File: src/rtl/mux8x1_rr_tdm.sv
// 8-to-1 round-robin TDM multiplexer with a single registered output stage.
// Optional per-channel eligibility mask enabled by defining MUX_CHAN_MASK_EN.
module mux8x1_rr_tdm #(
    parameter int unsigned W    = 8,
    parameter int unsigned CNTW = 16
) (
    input  logic              i_clk,
    input  logic              i_rst_n,
    input  logic [7:0]        i_in_valid,
    input  logic [8*W-1:0]    i_in_data,
    output logic [7:0]        o_in_ready,
    output logic              o_out_valid,
    input  logic              i_out_ready,
    output logic [W-1:0]      o_out_data,
    output logic [2:0]        o_out_sel,
    output logic [CNTW-1:0]   o_out_count
`ifdef MUX_CHAN_MASK_EN
    ,
    input  logic [7:0]        i_chan_en
`endif
);

    typedef enum logic {StEmpty, StFull} state_e;

    state_e          r_state;
    logic            r_run;
    logic [2:0]      r_ptr;
    logic            r_valid;
    logic [W-1:0]    r_data;
    logic [2:0]      r_sel;
    logic [CNTW-1:0] r_count;

    logic [7:0]      w_elig;
    logic            w_found;
    logic [2:0]      w_grant_idx;
    logic [2:0]      w_idx;
    logic            w_load;
    logic            w_grant;

`ifdef MUX_CHAN_MASK_EN
    assign w_elig = i_in_valid & i_chan_en;
`else
    assign w_elig = i_in_valid;
`endif

    // First eligible channel scanning upward from r_ptr, wrapping modulo 8.
    always_comb begin
        w_found     = 1'b0;
        w_grant_idx = 3'd0;
        w_idx       = 3'd0;
        for (int i = 0; i < 8; i++) begin
            w_idx = r_ptr + 3'(i);
            if (!w_found && w_elig[w_idx]) begin
                w_found     = 1'b1;
                w_grant_idx = w_idx;
            end
        end
    end

    // r_run keeps grants off until the first edge after reset release.
    assign w_load     = (r_state == StEmpty) | i_out_ready;
    assign w_grant    = w_found & w_load & r_run;
    assign o_in_ready = w_grant ? (8'b1 << w_grant_idx) : 8'b0;

    always_ff @(posedge i_clk or negedge i_rst_n) begin
        if (!i_rst_n) begin
            r_state <= StEmpty;
            r_run   <= 1'b0;
            r_ptr   <= 3'd0;
            r_valid <= 1'b0;
            r_data  <= '0;
            r_sel   <= 3'd0;
            r_count <= '0;
        end else begin
            r_run <= 1'b1;
            if (r_valid && i_out_ready) begin
                r_count <= r_count + CNTW'(1);
            end
            if (w_grant) begin
                r_data <= i_in_data[w_grant_idx*W +: W];
                r_sel  <= w_grant_idx;
                r_ptr  <= w_grant_idx + 3'd1;
            end
            case (r_state)
                StEmpty: begin
                    if (w_grant) begin
                        r_state <= StFull;
                        r_valid <= 1'b1;
                    end
                end
                StFull: begin
                    if (i_out_ready && !w_grant) begin
                        r_state <= StEmpty;
                        r_valid <= 1'b0;
                    end
                end
                default: begin
                    r_state <= StEmpty;
                    r_valid <= 1'b0;
                end
            endcase
        end
    end

    assign o_out_valid = r_valid;
    assign o_out_data  = r_data;
    assign o_out_sel   = r_sel;
    assign o_out_count = r_count;

endmodule

File: config.mk
export PLATFORM = sky130hd
export DESIGN_NAME = mux8x1_rr_tdm
export DESIGN_NICKNAME = d
export VERILOG_FILES = /design/src/rtl/mux8x1_rr_tdm.sv
export SDC_FILE = /design/constraint.sdc
export NUM_CORES = 1
export LEC_CHECK = 0
export ABC_CLOCK_PERIOD_IN_PS = 6940
export BUFFER_PORTS_ARGS = -buffer_cell sky130_fd_sc_hd__buf_4
export CORE_MARGIN = 2
export CORE_UTILIZATION = 40
export CTS_CLUSTER_SIZE = 30
export DETAILED_ROUTE_END_ITERATION = 10
export GPL_ROUTABILITY_DRIVEN = 0
export GPL_TIMING_DRIVEN = 0
export PLACE_DENSITY_LB_ADDON = 0.12
export SKIP_CTS_REPAIR_TIMING = 1
export SLEW_MARGIN = 15
export SYNTH_ARGS = -nofsm -noshare
export SYNTH_HDL_FRONTEND = slang
export SYNTH_SLANG_ARGS = --single-unit
File: constraint.sdc
create_clock -name i_clk -period 6.94 [get_ports i_clk]
set_input_delay 0.694 -clock i_clk [delete_from_list [all_inputs] [get_ports i_clk]]
set_output_delay 0.694 -clock i_clk [all_outputs]
set_load 0.05 [all_outputs]
* After elaboration in Yosys (flattened, before gate mapping)
Cells that the tools add are included.
** Storage, ports and cells
- Register bits after elaboration :: 33
- Input port bits :: 75
- Output and inout port bits :: 36
- Logic and storage cells :: 89
** Operators by class
- Add/subtract/negate cells :: 9
- $lt $le $gt $ge :: 8
- Equal/unequal tests :: 2
- Shifts and indexed selects :: 2
- Mux-type cells :: 39
- Bitwise operators :: 4
- Reduce and logical (&&, ||, !) cells :: 18
** Operators with widths (count)
- variable part select 64 x 7 -> 8 bit :: 1
- less-than comparator 3 x 4 -> 1 bit, second input constant :: 8
- binary-select mux 1 bit (select 3 bit) :: 8
- two-way mux 3 bit :: 8
- two-way mux 1 bit :: 20
- adder 16 x 1 -> 16 bit, second input constant :: 1
- adder 3 bit, second input constant :: 4
- logical AND 1 bit :: 9
- zero test 1 bit :: 8
- two-way mux 8 bit :: 1
- << shifter 1 x 3 -> 8 bit, first input constant :: 1
- adder 3 x 1 -> 3 bit, second input constant :: 2
- adder 3 x 2 -> 3 bit, second input constant :: 2
- case mux 1 bit (2 select lines) :: 2
- AND 1 bit :: 2
- != test 2 x 1 -> 1 bit, second input constant :: 1
- != test 2 bit, second input constant :: 1
- AND reduction 2 bit :: 1
- NOT 1 bit :: 1
- OR 1 bit :: 1

* Longest topological paths before layout
- Depth in word-level cells :: 30
- Depth in mapped cells :: 17
- Mapped depth without buffers :: 12

* Least setup slack after synthesis
No wires, ideal clock.
- Path type :: register to output
- Start point :: register r_ptr[1]
- End point :: output o_in_ready[3]
- Data arrival time :: 4.085 ns
- Required time :: 6.246 ns
- Path slack :: 2.161 ns
- Stages on the path, launching flop included :: 15
- Path buffers :: 5
- Cell sequence :: dfrtp_1 buf_6 buf_2 inv_1 ha_1 buf_6 mux2_2 mux4_2 or4_1 and3_1 a32oi_2 buf_6 buf_6 nand2_1 a21oi_1
** Between the ends
- Cells in the longest elaborated chain, start to end :: 27
- Elaborated cells between the ends (all ways) :: 57
- Classes of those cells :: add/sub (7); shift (1); mux (33); bitwise (2); reduce/logical (14)
** RTL lines
- from (decl) :: RTL line 27 : logic [2:0] r_ptr;
- from (signal assigned) :: RTL line 82 : r_ptr <= w_grant_idx + 3'd1;
- branches (longest 26 deep; another with adder 3 x 1 -> 3 bit)
- two-way mux 8 bit * :: RTL line 63 : assign o_in_ready = w_grant ? (8'b1 << w_grant_idx) : 8'b0;
- to (decl) :: RTL line 11 : output logic [7:0] o_in_ready,
Mark *: on every way between the ends. The select of a mux whose other input is x is not followed.

* Final worst setup path
- Start point :: register r_ptr[1]
- End point :: output o_in_ready[4]
The elaborated chain is that of the path after synthesis.

==> results.md <==
- The global-route wire length before repair is 14770 µm.
- The sequential share of the synthesized area is about a quarter.
- The cell chosen for the clock root is clkbuf_8.
- STA classifies the critical path endpoint as an output pin.
- The cell family contributing the most delay on the critical path is buffers and inverters.
- Setup violations remaining at the end of the flow were counted as 0.
- The first TritonRoute pass finished after 6 iterations.
- The placed standard-cell area is 4120 µm².
- Relative to the synthesized area, the layout overhead comes to 32.83%.
- Counting flops and latches in the post-synthesis netlist gives 33.
- The per-instance average area after synthesis is 10.05 µm².
- The number of distinct library cell variants in the gate-level netlist after synthesis is 56.
- The required time reported for the critical path endpoint is 6.25 ns.
- Traced cell by cell, the critical path runs through buf_6 > buf_2 > inv_1 > ha_1 > buf_6 > mux4_2 > mux2i_1 > nand2_1 > o41ai_2 > nor2b_1 > buf_2 > nand4_4 > nand2b_1 > buf_4 > inv_1 > buf_4.
- The post-synthesis instance total is 315.
- TritonCTS built the clock tree.
- The number of routed nets with antenna violations is 0.
- The run finished with clean final reports.
- The biggest cell delay along the critical path is 0.58 ns.
- The initial utilization of the core area, before any placement, comes to between 40% and 50%.
- The sum of buffers and inverters on the critical path is 8.
- The post-synthesis async set-or-reset flop share is 100.0%.
- The most common cell after layout, fill and taps aside is buf_4.
- STA puts the critical path data arrival time at ~4.6 ns.
- Setup repair after global routing left no endpoint under its margin.
- In the finished design, the share of the clock period the worst path needs comes to 76.35%.
- The insertion delay to the later sink of the worst-skew pair is 0.29 ns.
- The number of nets in the synthesized netlist is 394.
- The maximum clock rate is 188.7 MHz.
- The number of clock sinks is 33.
- In the routed layout, each cell is associated on average with a via count of 5.626.
- The leakage power is 1.887 nW.
- After detailed routing, the wire length on met1 is 4012 µm.
- After legalization and detailed placement, the total HPWL measured 7281 µm.
- The placeable core region is 7687 µm².
- The area of the mapped netlist is 3167 µm².
- After detailed routing, the number of remaining DRC violations is 0.
- The number of fill cells is roughly 730.
- The combined global-route utilization of all metal layers is 21.61%.
- By startpoint and endpoint, the worst setup path is classified as register to output pin.
- During I/O placement, the number of pins put on the boundary was 111.
- The die boundary width is 92.98 µm.
- The final layout contains routed wiring with a total length of 9343 µm.
- The area of all placed cells without fillers is 4207 µm².
- Subtracting the final worst setup slack from the clock period gives 5.299 ns.
- The slew of the pin with the lowest slew margin is 0.5982 ns.
- The cell type contributing the most total cell area after synthesis is dfrtp_1.
- Summed over all layers, the global routing overflow is 0.
- The number of global-route vias before repair is 2983.
- Detailed routing placed a total of slightly below 500 µm of wire on met3.
- The highest net fanout along the worst path is 10.
- The full die area is approximately 8600 µm².
- IR analysis of the VDD net gives a maximum drop of 0.2744 mV.
- The class of the most critical hold timing path is input port to asynchronous set/reset pin.
- The library cells used most frequently in the layout, excluding fill and tap cells, are buf_4 (113), dfrtp_1 (33), mux2i_1 (31).
- Hold timing on the final database bottoms out at a slack of ~0.33 ns.
- The initial antenna violation count is 0.
- The maximum level of the CTS H-tree is 2.
- The highest metal layer carrying signal wires in the routed design is met4.
- The slowest stage of the critical path belongs to the cell mux4_2.
- The final-report hold violation count came to 0.
- In this run, the number of DRC markers left after iteration 0 of detailed routing was 166.
- The fraction of layout instances using a drive strength above 1 is between 40% and 50%.
- Entering global routing, the biggest net connects 34 pins.
- After synthesis, the cell types taking the most area are dfrtp_1 (26%), mux4_2 (13%), mux2i_1 (9.8%).
- 0 antenna diodes ended up in the layout.
- After clock tree synthesis, the clock-pin slew on the worst setup and hold paths is 0.08 ns.
- The y dimension of the die is 92.98 µm.
- The worst pin sits at a relative slew slack of 59.69%.
- After the last flow step, the layout net total stands at approximately 510.
- The initialized floorplan defines 32 standard-cell rows.
- TritonCTS created 5 clock buffers.
- The wire length on met2 is 4620 µm.
- The wire length per cell is 17.46 µm.
- The worst setup path is launched from a register.
- The number of flops mapped to enable cells by yosys is 0.
- Max-cap violations in this run came to 0.
- The count of vias placed by the detailed router is 3010.
- The count of synthesis-stage warnings from yosys is 0.
- Power spread over the standard cell area amounts to around 550 nW/µm².
- In this run the tool buffered the top-level ports with 110 buffer cells.
- The worst clock skew is 0.01119 ns.
- The setup TNS after final layout is 0 ns.
- In this run the deepest clock path goes through 2 buffers.
- For this run, the leading register cell type out of synthesis is dfrtp_1.
- The count of pins over their slew limit is 0.
- The synthesized design devotes to its leading area cell type around a quarter of total area.
-- worst paths after layout --
kind | start | end | slack [ns] | cells past startpoint
max | r_ptr[1] | o_in_ready[4] | 1.64 | 16
min | i_rst_n | o_out_data[4] | 0.33 | 1
max reg2reg | r_ptr[1] | o_out_data[2] | 2.46 | 14
min reg2reg | r_state | o_out_valid | 0.46 | 1
max in group asynchronous | i_rst_n | o_out_count[3] | 6.27 | 1
min in group i_clk | r_state | o_out_valid | 0.46 | 1
-- power by group --
| part | internal (mW) | leakage, nW | switching [mW] |
|---|---|---|---|
| sequential | 0.252 | 0.411 | 0.0539 |
| combinational | 0.794 | 1.43 | 1.07 |
| clock | 0.0693 | 0.0439 | 0.0771 |
| total | 1.11 | 1.89 | 1.20 |
-- layer usage --
layer | global-route usage (%) | up-vias
met2 | 36.41 | 77
met4 | 7.966 | 0
met5 | 0 | -
met1 | 28.08 | 1491
li1 | - | 1425
met3 | 3.465 | 17
-- synth_stat cells, types with 3 or more instances --
cell type / n
ha_1: 4
dfrtp_1: 33
inv_1: 8
mux2i_1: 31
a21oi_1: 19
mux2_1: 4
xor2_1: 3
nand4_1: 7
mux2_2: 15
nand3_1: 10
buf_2: 8
o211ai_1: 3
nand3b_1: 3
and2_1: 8
nor2b_1: 3
buf_6: 5
nand2_1: 22
mux4_2: 18
buf_4: 3
nor2_1: 19
o221ai_1: 8
clkbuf_1: 7
xnor2_1: 15
o2bb2ai_1: 8
and3_1: 5
nand2b_1: 6
-- kinds of logic (layout without fill, tap and decap cells) --
kind of cell	after synthesis	after routing	share of synthesized area (%)
other	1	1	0.1184
and+or+nand+nor	90	90	14.86
AOI/OAI and AO/OA	65	65	16.28
xor gates and xnor gates	18	18	4.979
muxes	70	70	30.23
buffers and inverters	34	152	5.887
DFF	33	33	26.08
adders and majority gates	4	4	1.580
-- worst register-to-register path, cell delays in order (launching register included) --
cell and delay, ns:
dfrtp_1 0.52, buf_6 0.22, buf_2 0.27, inv_1 0.13, ha_1 0.31, buf_6 0.13
mux4_2 0.58, mux2i_1 0.40, nand2_1 0.16, o41ai_2 0.59, nand2b_1 0.31, nor2_2 0.14
nand2_2 0.25, o32ai_1 0.11, a211o_1 0.24
-- state kept, by name, summed over array words and instances (netlist names) --
register and flops:
r_run 1, o_out_count 16, r_state 1, o_out_sel 3
o_out_data 8, r_ptr 3, o_out_valid 1
-- stage by stage --
stage                     utilization [%]  instances  total power, mW  setup WS, ns
after floorplan                         -        315            1.747         2.161
after global placement              53.60        527            2.159         2.015
after detailed placement            53.60        527            2.172         1.960
after CTS                           54.72        535            2.326         1.634
after global routing                54.72        535            2.475         1.309
final                               54.72        535            2.320         1.641
-- cell type report --
type	instances	area [µm²]	share of cell area, %
clock buffers	5	68.82	1.636
multi-input cells	248	2155	51.22
flip-flops and latches	33	825.8	19.63
clock inverters	3	17.52	0.4164
repair buffers	110	825.8	19.63
well taps	102	127.6	3.034
plain buffers	24	148.9	3.540
inverters	10	37.54	0.8923
No activity file was read; power rests on OpenSTA's default activity.
